### src/rtl/pipeline_pkg.sv
// Shared pipeline definitions: word width, fetch FSM encoding, address-source select, reset/NOP defaults.
// Latency: none (types, constants and a pure helper function only).
// Backpressure: not applicable.
package pipeline_pkg;

    localparam int WORD_W = 32;

    localparam logic [WORD_W-1:0] DEFAULT_RESET_PC  = 32'h0000_0000;
    localparam logic [WORD_W-1:0] DEFAULT_NOP_INSTR = 32'h0000_0000;  // sll $0,$0,0

    // REQ  : request for pc outstanding
    // DROP : a request for a superseded address is still in flight
    // FULL : bufWord holds the word for pc, no request outstanding
    typedef enum logic [1:0] {
        ST_REQ  = 2'd0,
        ST_DROP = 2'd1,
        ST_FULL = 2'd2
    } fetchState_e;

    // Next-value source for the pc / reqAddr registers.
    typedef enum logic [1:0] {
        SRC_INC = 2'd0,   // pc + 4
        SRC_TGT = 2'd1,   // redirect target
        SRC_PC  = 2'd2    // current pc (re-issue after a dropped fetch)
    } addrSrc_e;

    // Instructions are word aligned; low two address bits are discarded.
    function automatic logic [WORD_W-1:0] alignWord(input logic [WORD_W-1:0] a);
        return {a[WORD_W-1:2], 2'b00};
    endfunction

endpackage

### src/rtl/if_pc_unit.sv
// PC datapath: pc/reqAddr registers, redirect target select and alignment, pc+4 adder.
// Latency: pc/reqAddr update on the posedge after their write enable; redirect/target/pcInc are combinational.
// Backpressure: none locally; the fetch FSM decides when each register is written.
// Ports: clk, rst | pcWe/pcSrc, reqWe/reqSrc from the FSM | branch/jump redirect inputs |
//        redirect (branchTaken|jump), pc, reqAddr, pcInc (pc+4, wraps mod 2^32).
module if_pc_unit
    import pipeline_pkg::*;
#(
    parameter logic [WORD_W-1:0] RESET_PC = DEFAULT_RESET_PC
) (
    input  logic              clk,
    input  logic              rst,
    input  logic              pcWe,
    input  addrSrc_e          pcSrc,
    input  logic              reqWe,
    input  addrSrc_e          reqSrc,
    input  logic              branchTaken,
    input  logic [WORD_W-1:0] branchTarget,
    input  logic              jump,
    input  logic [WORD_W-1:0] jumpTarget,
    output logic              redirect,
    output logic [WORD_W-1:0] pc,
    output logic [WORD_W-1:0] reqAddr,
    output logic [WORD_W-1:0] pcInc
);

    logic [WORD_W-1:0] target;
    logic [WORD_W-1:0] pcNext;
    logic [WORD_W-1:0] reqNext;

    // Branch outranks jump when ID asserts both.
    assign redirect = branchTaken | jump;
    assign target   = alignWord(branchTaken ? branchTarget : jumpTarget);
    assign pcInc    = pc + 32'd4;

    function automatic logic [WORD_W-1:0] pickAddr(
        input addrSrc_e          src,
        input logic [WORD_W-1:0] incVal,
        input logic [WORD_W-1:0] tgtVal,
        input logic [WORD_W-1:0] pcVal
    );
        case (src)
            SRC_TGT: return tgtVal;
            SRC_PC:  return pcVal;
            default: return incVal;
        endcase
    endfunction

    assign pcNext  = pickAddr(pcSrc,  pcInc, target, pc);
    assign reqNext = pickAddr(reqSrc, pcInc, target, pc);

    always_ff @(posedge clk) begin
        if (rst) begin
            pc      <= RESET_PC;
            reqAddr <= RESET_PC;
        end else begin
            if (pcWe)  pc      <= pcNext;
            if (reqWe) reqAddr <= reqNext;
        end
    end

endmodule

### src/rtl/if_fetch_stage.sv
// Instruction fetch: owns PC, issues req/ack imem fetches, buffers one word, applies ID redirects, drives IF/ID.
// Latency: instruction appears one cycle after imemAck when pcWr=1 (one instruction per cycle with zero-wait memory).
// Backpressure: pcWr=0 freezes outputs; a word acked during a stall is held in bufWord and imemReq drops until it issues.
// Ports: clk, rst | pcWr, branchTaken/branchTarget, jump/jumpTarget | imemReq/imemAddr out, imemAck/imemData in |
//        instruction, pcPlus4, instrValid registered toward IF/ID (bubble = NOP_INSTR, instrValid=0).
module if_fetch_stage
    import pipeline_pkg::*;
#(
    parameter logic [WORD_W-1:0] RESET_PC  = DEFAULT_RESET_PC,
    parameter logic [WORD_W-1:0] NOP_INSTR = DEFAULT_NOP_INSTR
) (
    input  logic              clk,
    input  logic              rst,
    input  logic              pcWr,
    input  logic              branchTaken,
    input  logic [WORD_W-1:0] branchTarget,
    input  logic              jump,
    input  logic [WORD_W-1:0] jumpTarget,
    output logic              imemReq,
    output logic [WORD_W-1:0] imemAddr,
    input  logic              imemAck,
    input  logic [WORD_W-1:0] imemData,
    output logic [WORD_W-1:0] instruction,
    output logic [WORD_W-1:0] pcPlus4,
    output logic              instrValid
);

    fetchState_e       state;
    logic [WORD_W-1:0] bufWord;

    logic              redirect;
    logic [WORD_W-1:0] pc;
    logic [WORD_W-1:0] reqAddr;
    logic [WORD_W-1:0] pcInc;

    logic              pcWe;
    logic              reqWe;
    addrSrc_e          pcSrc;
    addrSrc_e          reqSrc;

    // A request is outstanding in REQ and DROP; acks seen in FULL are spurious.
    logic reqActive;
    logic ackEff;
    assign reqActive = (state == ST_REQ) || (state == ST_DROP);
    assign ackEff    = imemAck && reqActive;

    assign imemReq  = reqActive && !rst;
    assign imemAddr = reqAddr;

    if_pc_unit #(
        .RESET_PC(RESET_PC)
    ) u_pcUnit (
        .clk         (clk),
        .rst         (rst),
        .pcWe        (pcWe),
        .pcSrc       (pcSrc),
        .reqWe       (reqWe),
        .reqSrc      (reqSrc),
        .branchTaken (branchTaken),
        .branchTarget(branchTarget),
        .jump        (jump),
        .jumpTarget  (jumpTarget),
        .redirect    (redirect),
        .pc          (pc),
        .reqAddr     (reqAddr),
        .pcInc       (pcInc)
    );

    // Address register control. reqAddr only moves when no request is in
    // flight afterwards for the old address, which keeps imemAddr stable
    // for the whole req..ack window.
    always_comb begin
        pcWe   = 1'b0;
        reqWe  = 1'b0;
        pcSrc  = SRC_INC;
        reqSrc = SRC_INC;
        case (state)
            ST_REQ: begin
                if (redirect) begin
                    pcWe  = 1'b1;
                    pcSrc = SRC_TGT;
                    if (ackEff) begin
                        reqWe  = 1'b1;
                        reqSrc = SRC_TGT;
                    end
                end else if (ackEff && pcWr) begin
                    pcWe  = 1'b1;
                    reqWe = 1'b1;
                end
            end
            ST_DROP: begin
                if (redirect) begin
                    pcWe  = 1'b1;
                    pcSrc = SRC_TGT;
                end
                // Stale word is back: re-aim at the newest pc, including a
                // redirect arriving in this very cycle.
                if (ackEff) begin
                    reqWe  = 1'b1;
                    reqSrc = redirect ? SRC_TGT : SRC_PC;
                end
            end
            ST_FULL: begin
                if (redirect) begin
                    pcWe   = 1'b1;
                    reqWe  = 1'b1;
                    pcSrc  = SRC_TGT;
                    reqSrc = SRC_TGT;
                end else if (pcWr) begin
                    pcWe  = 1'b1;
                    reqWe = 1'b1;
                end
            end
            default: ;
        endcase
    end

    always_ff @(posedge clk) begin
        if (rst) begin
            state       <= ST_REQ;
            bufWord     <= '0;
            instruction <= NOP_INSTR;
            pcPlus4     <= '0;
            instrValid  <= 1'b0;
        end else begin
            case (state)
                ST_REQ: begin
                    if (ackEff && redirect) begin
                        instruction <= NOP_INSTR;
                        instrValid  <= 1'b0;
                    end else if (ackEff && pcWr) begin
                        instruction <= imemData;
                        pcPlus4     <= pcInc;
                        instrValid  <= 1'b1;
                    end else if (ackEff) begin
                        bufWord <= imemData;
                        state   <= ST_FULL;
                    end else if (redirect) begin
                        instruction <= NOP_INSTR;
                        instrValid  <= 1'b0;
                        state       <= ST_DROP;
                    end else if (pcWr) begin
                        instruction <= NOP_INSTR;
                        instrValid  <= 1'b0;
                    end
                end
                ST_DROP: begin
                    if (redirect || pcWr) begin
                        instruction <= NOP_INSTR;
                        instrValid  <= 1'b0;
                    end
                    if (ackEff) state <= ST_REQ;
                end
                ST_FULL: begin
                    if (redirect) begin
                        instruction <= NOP_INSTR;
                        instrValid  <= 1'b0;
                        state       <= ST_REQ;
                    end else if (pcWr) begin
                        instruction <= bufWord;
                        pcPlus4     <= pcInc;
                        instrValid  <= 1'b1;
                        state       <= ST_REQ;
                    end
                end
                default: state <= ST_REQ;
            endcase
        end
    end

endmodule

### config.mk
export PLATFORM = sky130hd
export DESIGN_NAME = if_fetch_stage
export DESIGN_NICKNAME = d
export VERILOG_FILES = /design/src/rtl/pipeline_pkg.sv /design/src/rtl/if_pc_unit.sv /design/src/rtl/if_fetch_stage.sv
export SDC_FILE = /design/constraint.sdc
export NUM_CORES = 1
export LEC_CHECK = 0
export CORE_MARGIN = 4
export CORE_UTILIZATION = 45
export DETAILED_ROUTE_END_ITERATION = 10
export PLACE_DENSITY = 0.85
export REMOVE_ABC_BUFFERS = 1
export SLEW_MARGIN = 10
export SYNTH_ARGS = -nofsm -noshare
export SYNTH_HDL_FRONTEND = slang
export SYNTH_SLANG_ARGS = --single-unit
### constraint.sdc
create_clock -name clk -period 3.28 [get_ports clk]
set_input_delay 0.656 -clock clk [delete_from_list [all_inputs] [get_ports clk]]
set_output_delay 0.656 -clock clk [all_outputs]
set_load 0.05 [all_outputs]
==> insert_results.sql, run 1 <==
INSERT INTO impl_metrics (metric_group, metric, value, unit) VALUES
('critical_path', 'worstPathArrival', '2.29', 'ns'),
('critical_path', 'crit_path_cell_trace', 'inv_1, ha_1, nor2_1, nor2_1, clkdlybuf4s50_1', ''),
('cells_and_area', 'area.growth.synth_to_final', '34.3', '%'),
('critical_path', 'crit_top_cell', 'sky130_fd_sc_hd__nor2_1', ''),
('min_path', 'holdCritPathClass', 'flip-flop to flip-flop', ''),
('critical_path', 'critPathTopFamily', 'buffers and inverters', ''),
('synth', 'synth-edff-count', '0', ''),
('critical_path', 'critPathLaunchType', 'flip-flop', ''),
('sta', 'setup_viol', '0', ''),
('critical_path', 'worst-path-buf-inv', '2', ''),
('sta', 'post-route-period-util', '89.7', '%'),
('sta', 'hold_slack', '0.454', 'ns'),
('floorplanning', 'ios', '200', ''),
('power', 'p_leak', '3.83', 'nW'),
('route', 'drt-total-wl', '25100', 'um'),
('synth', 'seq_area_frac_synth', '39.2', '%'),
('cells_and_area', 'finalNetCount', '1250', ''),
('sta', 'hold_viol', '0', ''),
('cells_and_area', 'antenna_cells', '0', ''),
('flow_run', 'max_cap_violations', '0', ''),
('synth', 'post_synth_inst_count', '995', ''),
('cts', 'cts_made_buffers', '17', ''),
('synth', 'ys.flop_type', 'sky130_fd_sc_hd__dfxtp_1', ''),
('route', 'post_detailed_route_count_of_antenna_violating_nets', '0', ''),
('sta', 'worst_slew_pin_tran', '0.679', 'ns'),
('critical_path', 'worst-setup-path-type', 'flip-flop to output pin', ''),
('route', 'drc', '0', ''),
('place', 'numPortBuffers', '193', ''),
('critical_path', 'cp-end-kind', 'output pin', ''),
('grt', 'grt_first_pass_wirelength', '39400', 'um'),
('cts', 'worst_setup_hold_path_clk_slew', '0.07', 'ns'),
('critical_path', 'critical_path.max_stage_delay', '0.85', 'ns'),
('cts', 'post-cts-setup-buffers', '0', ''),
('cts', 'clock-sinks', '158', ''),
('power', 'seq_power_share', '39.4', '%'),
('cts', 'cts-root-buf', 'sky130_fd_sc_hd__clkbuf_16', ''),
('power', 'power_density_over_the_cells', '506', 'nW/um^2'),
('grt', 'gr-total-overflow', '0', ''),
('grt', 'antenna_found_initial', '0', ''),
('power', 'netSwitchingFraction', '31.6', '%'),
('power', 'ir_worst_vdd', '0.000424', 'V'),
('sta', 'clock-skew-final', '0.0102', 'ns'),
('grt', 'grt_start_max_net_pins', '67', ''),
('cts', 'tritoncts', 'done', ''),
('critical_path', 'crit_start', 'state[0]', ''),
('floorplanning', 'die_height', '142', 'um'),
('cts', 'post_cts_resized', '0', ''),
('route', 'dr_total_vias', '8246', ''),
('critical_path', 'timing.critical_path.fanout_max', '12', ''),
('cts', 'cts_hold_repair.buffers', '0', ''),
('critical_path', 'worst-path-stages', '5', ''),
('synth', 'synth.avg_cell_area', '8.10', 'um^2'),
('sta', 'slew-limit-headroom', '54.5', '%'),
('power', 'p_clk_share', '38.1', '%'),
('floorplanning', 'die_area', '20100', 'um^2'),
('route', 'number_of_drc_markers_after_the_initial_detailed_route_iteration', '828', ''),
('sta', 'fin_setup_tns', '0', 'ns'),
('critical_path', 'critical-path-slowest-cell', 'sky130_fd_sc_hd__clkdlybuf4s50_1', ''),
('floorplanning', 'floorplan.initialDensity', '46.3', '%'),
('cts', 'clock_h_tree_levels', '4', ''),
('cts', 'clock_latency', '0.43', 'ns'),
('sta', 'final.min_clock_period', '2.94', 'ns'),
('power', 'share_comb_of_total_power', '22.5', '%'),
('grt', 'grtUsageTotal', '24.2', '%'),
('critical_path', 'timing.reg2reg.worst_path_depth', '10', ''),
('grt', 'grt_pass1_vias', '7724', ''),
('power', 'power.switching', '1.73', 'mW'),
('sta', 'finalMaxSlewViolations', '0', ''),
('outcome', 'outcome', 'finished clean', ''),
('synth', 'share_of_synthesized_registers_carrying_an_async_set_or_reset', '0', '%'),
('sta', 'rsz0062_at_grt', 'no', '');
-- layout make-up --
type | count | area [um^2]
clock buffers | 18 | 429
well taps | 225 | 282
clock inverters | 14 | 181
inverters | 18 | 67.6
fillers | 1460 | 6590
multi-input cells | 713 | 4440
repair buffers | 233 | 2260
flip-flops and latches | 158 | 3160
-- kinds of logic after synthesis --
| family | Yosys count | share of synthesized area, % |
|---|---|---|
| AO/OA/AOI/OAI | 308 | 26.5 |
| other | 1 | 0.0465 |
| multiplexers | 47 | 6.28 |
| adder cells (fa/ha/maj) | 7 | 1.09 |
| flip-flops | 158 | 39.2 |
| buffers and inverters | 125 | 6.16 |
| AND/OR/NAND/NOR | 325 | 18.1 |
| XOR/XNOR | 24 | 2.61 |
-- per-stage QoR --
step | util [%] | setup slack, ns | std cells | area, um^2
after global routing | 62.2 | 0.210 | 1379 | 10800
final | 62.2 | 0.338 | 1379 | 10800
after floorplan | - | -0.487 | 889 | 7640
after global placement | 58.7 | 0.103 | 1347 | 10200
after CTS | 62.2 | 0.345 | 1379 | 10800
after detailed placement | 58.7 | 0.112 | 1347 | 10200
-- tightest hold or removal path, delay by kind of cell, from the launching register on --
family | cells | cell delay (ns)
flops | 1 | 0.31
simple gates | 1 | 0.05
compound gates | 1 | 0.05
-- routing by layer --
layer / track usage [%] / routed length [um] / share of wire [%]
met1: 30.4 / 10100 / 40
met2: 40.8 / 12100 / 48
met3: 5.46 / 2410 / 9.6
met4: 8.89 / 490 / 2.0
met5: 0 / 0 / 0
-- cell usage after synthesis (5+ instances only) --
| cell type | number | share of area (%) |
|---|---|---|
| sky130_fd_sc_hd__buf_1 | 7 | 0.33 |
| sky130_fd_sc_hd__a21oi_1 | 75 | 4.7 |
| sky130_fd_sc_hd__a21o_1 | 6 | 0.56 |
| sky130_fd_sc_hd__inv_1 | 17 | 0.79 |
| sky130_fd_sc_hd__a32o_1 | 5 | 0.62 |
| sky130_fd_sc_hd__a22oi_1 | 34 | 3.2 |
| sky130_fd_sc_hd__o41ai_1 | 7 | 0.76 |
| sky130_fd_sc_hd__a22o_1 | 7 | 0.76 |
| sky130_fd_sc_hd__xor2_1 | 12 | 1.3 |
| sky130_fd_sc_hd__o21ai_0 | 30 | 1.9 |
| sky130_fd_sc_hd__ha_1 | 7 | 1.1 |
| sky130_fd_sc_hd__nand3_1 | 20 | 1.2 |
| sky130_fd_sc_hd__o32ai_1 | 9 | 0.98 |
| sky130_fd_sc_hd__o22ai_1 | 7 | 0.54 |
| sky130_fd_sc_hd__mux2_2 | 29 | 4.0 |
| sky130_fd_sc_hd__nor2b_1 | 5 | 0.39 |
| sky130_fd_sc_hd__mux2i_1 | 18 | 2.2 |
| sky130_fd_sc_hd__or4_1 | 5 | 0.47 |
| sky130_fd_sc_hd__or3_1 | 6 | 0.47 |
| sky130_fd_sc_hd__buf_2 | 6 | 0.37 |
| sky130_fd_sc_hd__nor4_1 | 5 | 0.39 |
| sky130_fd_sc_hd__nand4_1 | 8 | 0.62 |
| sky130_fd_sc_hd__xnor2_1 | 12 | 1.3 |
| sky130_fd_sc_hd__and3_1 | 7 | 0.54 |
| sky130_fd_sc_hd__nor3_1 | 20 | 1.2 |
| sky130_fd_sc_hd__clkbuf_1 | 89 | 4.1 |
| sky130_fd_sc_hd__o31ai_1 | 6 | 0.56 |
| sky130_fd_sc_hd__a31oi_1 | 11 | 0.85 |
| sky130_fd_sc_hd__nand2_1 | 126 | 5.9 |
| sky130_fd_sc_hd__a311oi_1 | 7 | 0.76 |
| sky130_fd_sc_hd__a221oi_1 | 14 | 1.5 |
| sky130_fd_sc_hd__dfxtp_1 | 158 | 39 |
| sky130_fd_sc_hd__a222oi_1 | 5 | 0.62 |
| sky130_fd_sc_hd__nor2_1 | 103 | 4.8 |
| sky130_fd_sc_hd__a211oi_1 | 60 | 5.6 |
-- state kept, by name, indices dropped and copies added, names as in the netlist --
signal,count
instruction,32
pcPlus4,30
state,2
bufWord,32
u_pcUnit.reqAddr,31
instrValid,1
u_pcUnit.pc,30
-- cells in the final DEF, fill, tap and decap left out, types with 14 or more instances in the layout --
cell type | netlist | routed
sky130_fd_sc_hd__inv_1 | 17 | 17
sky130_fd_sc_hd__mux2_2 | 29 | 29
sky130_fd_sc_hd__mux2i_1 | 18 | 18
sky130_fd_sc_hd__clkdlybuf4s50_1 | 0 | 191
sky130_fd_sc_hd__a211oi_1 | 60 | 60
sky130_fd_sc_hd__dfxtp_1 | 158 | 158
sky130_fd_sc_hd__a21oi_1 | 75 | 73
sky130_fd_sc_hd__buf_4 | 3 | 38
sky130_fd_sc_hd__nand3_1 | 20 | 20
sky130_fd_sc_hd__a22oi_1 | 34 | 34
sky130_fd_sc_hd__nor3_1 | 20 | 19
sky130_fd_sc_hd__clkbuf_16 | 0 | 17
sky130_fd_sc_hd__o21ai_0 | 30 | 30
sky130_fd_sc_hd__nor2_1 | 103 | 102
sky130_fd_sc_hd__a221oi_1 | 14 | 14
sky130_fd_sc_hd__nand2_1 | 126 | 126
-- worst min-delay path by stage --
stage                            from           to  slack [ns]  cells after the start
after floorplan            bufWord[0]   bufWord[0]        0.43                      2
after global placement    bufWord[12]  bufWord[12]        0.44                      2
after detailed placement  bufWord[25]  bufWord[25]        0.45                      2
after CTS                 bufWord[25]  bufWord[25]        0.45                      2
after global routing      bufWord[22]  bufWord[22]        0.47                      2
final                     bufWord[26]  bufWord[26]        0.45                      2
-- power by group through the flow --
stage | Sequential [mW] | Clock [mW] | Combinational, mW
2_1_floorplan | 2.41 | 0 | 0.481
3_3_place_gp | 2.19 | 0 | 1.20
3_5_place_dp | 2.19 | 0 | 1.22
4_1_cts | 2.15 | 2.10 | 1.23
5_1_grt | 2.17 | 2.20 | 1.31
6_report | 2.16 | 2.09 | 1.23
Power figures use the tool's default switching activity.
==> inputs of run 2 (changes only) <==
--- a/config.mk
+++ b/config.mk
@@ -5,6 +5,7 @@
 export SDC_FILE = /design/constraint.sdc
 export NUM_CORES = 1
 export LEC_CHECK = 0
+export CAP_MARGIN = 20
 export CORE_MARGIN = 4
 export CORE_UTILIZATION = 45
 export DETAILED_ROUTE_END_ITERATION = 10
==> results of run 2 <==
The final DEF is identical to that of run 1; final timing and power are the same.
==> inputs of run 3 (changes only) <==
--- a/config.mk
+++ b/config.mk
@@ -9,7 +9,8 @@
 export CORE_MARGIN = 4
 export CORE_UTILIZATION = 45
 export DETAILED_ROUTE_END_ITERATION = 10
-export PLACE_DENSITY = 0.85
+export DONT_BUFFER_PORTS = 1
+export PLACE_DENSITY = 0.7
 export REMOVE_ABC_BUFFERS = 1
 export SLEW_MARGIN = 10
 export SYNTH_ARGS = -nofsm -noshare
==> insert_results.sql, run 3 (synthesized netlist as in run 1, its figures left out) <==
INSERT INTO impl_metrics (metric_group, metric, value, unit) VALUES
('route', 'first_pass_iteration_count_of_the_detailed_router', '6', ''),
('sta', 'final.min_clock_period', '2.75', 'ns'),
('power', 'p_clk_share', '38.6', '%'),
('cells_and_area', 'mostFrequentLayoutCell', 'sky130_fd_sc_hd__dfxtp_1', ''),
('critical_path', 'crit_start', 'state[0]', ''),
('floorplanning', 'fp-row-count', '48', ''),
('place', 'dp_cells', '1141', ''),
('cells_and_area', 'final_cells', '1173', ''),
('cts', 'post_cts_resized', '0', ''),
('min_path', 'holdCritPathClass', 'primary input to flip-flop', ''),
('floorplanning', 'floorplan.die.width', '142', 'um'),
('cells_and_area', 'fraction_of_final_layout_cells_with_drive_strength_greater_than_1', '10.7', '%'),
('critical_path', 'critPathLaunchType', 'flip-flop', ''),
('cells_and_area', 'area.growth.synth_to_final', '8.60', '%'),
('grt', 'grtUsageTotal', '21.7', '%'),
('sta', 'timing.fmax', '364', 'MHz'),
('cts', 'cts_hold_repair.buffers', '0', ''),
('route', 'dr_total_vias', '7180', ''),
('sta', 'worst_slew_pin_tran', '0.953', 'ns'),
('grt', 'global_route.usage.met3', '6.47', '%'),
('floorplanning', 'placeableCoreArea', '17400', 'um^2'),
('floorplanning', 'die_height', '142', 'um'),
('place', 'numPortBuffers', '0', ''),
('grt', 'met1_track_demand_over_resource', '28.4', '%'),
('cells_and_area', 'antenna_cells', '0', ''),
('floorplanning', 'floorplan.initialDensity', '46.3', '%'),
('cts', 'tritoncts', 'done', ''),
('place', 'finalWeightedCongestion', '0.820', ''),
('cts', 'cts_made_buffers', '17', ''),
('power', 'seq_power_share', '48.2', '%'),
('route', 'vias_per_cell', '6.12', ''),
('min_path', 'holdPathStages', '1', ''),
('critical_path', 'required', '3.63', 'ns'),
('power', 'netSwitchingFraction', '32.2', '%'),
('outcome', 'outcome', 'finished clean', ''),
('route', 'number_of_drc_markers_after_the_initial_detailed_route_iteration', '577', ''),
('cts', 'cts-root-to-sink-buffers', '2', ''),
('sta', 'hold_slack', '0.286', 'ns'),
('power', 'cell_int_power', '3.38', 'mW'),
('sta', 'hold_viol', '0', ''),
('power', 'share_comb_of_total_power', '13.2', '%'),
('power', 'p_leak', '3.03', 'nW'),
('critical_path', 'cp-end-kind', 'flip-flop', ''),
('grt', 'met2_usage', '34.6', '%'),
('place', 'place.detailed.hpwl', '15000', 'um'),
('cells_and_area', 'top_regs', 'bufWord x32, instruction x32, u_pcUnit.reqAddr x31', ''),
('grt', 'antenna_found_initial', '0', ''),
('floorplanning', 'ios', '200', ''),
('min_path', 'holdCritStartpoint', 'rst', ''),
('grt', 'grt_first_pass_wirelength', '35400', 'um'),
('power', 'power.switching', '1.61', 'mW'),
('cts', 'clock-sinks', '158', ''),
('critical_path', 'worst-setup-path-type', 'flip-flop to flip-flop', ''),
('critical_path', 'timing.reg2reg.setup_slack', '0.53', 'ns'),
('cts', 'post-cts-setup-buffers', '0', ''),
('critical_path', 'timing.rr.end', 'u_pcUnit.reqAddr[29]', ''),
('grt', 'gr-total-overflow', '0', ''),
('cts', 'clock_latency', '0.43', 'ns'),
('cts', 'cts-root-buf', 'sky130_fd_sc_hd__clkbuf_16', ''),
('cells_and_area', 'layout.cells.most_common_list', '158 x sky130_fd_sc_hd__dfxtp_1, 126 x sky130_fd_sc_hd__nand2_1, 102 x sky130_fd_sc_hd__nor2_1, 73 x sky130_fd_sc_hd__a21oi_1, 60 x sky130_fd_sc_hd__a211oi_1', ''),
('grt', 'grt_pass1_vias', '6519', ''),
('cells_and_area', 'finish.utilization', '50.3', '%'),
('route', 'post_detailed_route_count_of_antenna_violating_nets', '0', ''),
('cts', 'clock_h_tree_levels', '4', ''),
('flow_run', 'max_cap_violations', '0', ''),
('route', 'drt-total-wl', '22700', 'um'),
('floorplanning', 'die_area', '20100', 'um^2'),
('critical_path', 'reg2reg_start', 'state[0]', ''),
('sta', 'post-route-period-util', '83.8', '%'),
('sta', 'post-route-worst-setup-slack', '0.531', 'ns'),
('grt', 'grt_start_max_net_pins', '135', ''),
('cells_and_area', 'finalNetCount', '1044', ''),
('sta', 'setup_viol', '0', ''),
('power', 'ir_worst_vdd', '0.000386', 'V'),
('critical_path', 'worstPathArrival', '3.10', 'ns'),
('route', 'drc', '0', ''),
('sta', 'slew-limit-headroom', '36.4', '%'),
('min_path', 'worst_hold_path.endpoint', 'pcPlus4[12]', ''),
('critical_path', 'timing.critical_path.fanout_max', '12', ''),
('sta', 'finalMaxSlewViolations', '0', ''),
('power', 'power_density_over_the_cells', '569', 'nW/um^2'),
('critical_path', 'timing.reg2reg.worst_path_depth', '10', ''),
('sta', 'clock-skew-final', '0.0198', 'ns'),
('cts', 'worst_setup_hold_path_clk_slew', '0.07', 'ns'),
('sta', 'rsz0062_at_grt', 'no', ''),
('grt', 'globalRoute.busiestLayer', 'met2', ''),
('route', 'wl_per_cell', '19.3', 'um'),
('place', 'preCtsSetupSlack', '0.533', 'ns');
-- run 3: cell types whose count changed in the layout (fill, tap and decap cells not counted), sizes merged --
cell / change
clkdlybuf4s50: -191
buf: -15
clkinv: +3
bufinv: -2
inv: -2
clkinvlp: +1
-- run 3: through the flow --
stage                     TNS [ns]  area [um^2]  power (mW)
after floorplan             -23.08         7640        2.89
after global placement           0         8180        3.09
after detailed placement         0         8180        3.10
after CTS                        0         8760        5.03
after global routing             0         8760        5.20
final                            0         8760        4.99
-- run 3: final cells by class --
class                      instances  area [um^2]
tap                              225          282
clock buffer                      18          439
sequential                       158         3160
fill                            1685         8660
clock inverter                    14          134
multi-input combinational        713         4440
timing repair buffer              27          228
inverter                          18         67.6
-- run 3: worst max path at each step --
stage                           endpoint  depth (start not counted)  slack (ns)
floorplan                     instrValid                          7       -0.49
global placement    u_pcUnit.reqAddr[29]                         10        0.62
detailed placement  u_pcUnit.reqAddr[29]                         10        0.53
CTS                 u_pcUnit.reqAddr[24]                         12        0.52
global route        u_pcUnit.reqAddr[31]                         11        0.35
finish              u_pcUnit.reqAddr[29]                         10        0.53
-- run 3: routing by layer --
layer  part of all wire, %  vias up
met5                     0        -
met4                   1.3        0
met3                   8.2       27
met2                    47      285
met1                    44     3348
li1                      -     3520
-- run 3: power by group through the flow --
stage               clock [mW]  sequential (mW)  combinational, mW
CTS                       1.97             2.40              0.657
floorplan                    0             2.41              0.481
global route              2.04             2.42              0.731
finish                    1.92             2.41              0.658
global placement             0             2.44              0.643
detailed placement           0             2.45              0.652
-- run 3: critical path, stage by stage, from the launching register on --
cell,delay [ns]
sky130_fd_sc_hd__dfxtp_1,0.34
sky130_fd_sc_hd__inv_1,0.09
sky130_fd_sc_hd__ha_1,0.37
sky130_fd_sc_hd__o21ai_0,0.18
sky130_fd_sc_hd__nand2_1,0.11
sky130_fd_sc_hd__nand2_1,0.09
sky130_fd_sc_hd__ha_1,0.49
sky130_fd_sc_hd__inv_1,0.10
sky130_fd_sc_hd__buf_4,0.21
sky130_fd_sc_hd__or4_1,0.52
sky130_fd_sc_hd__a31oi_1,0.17
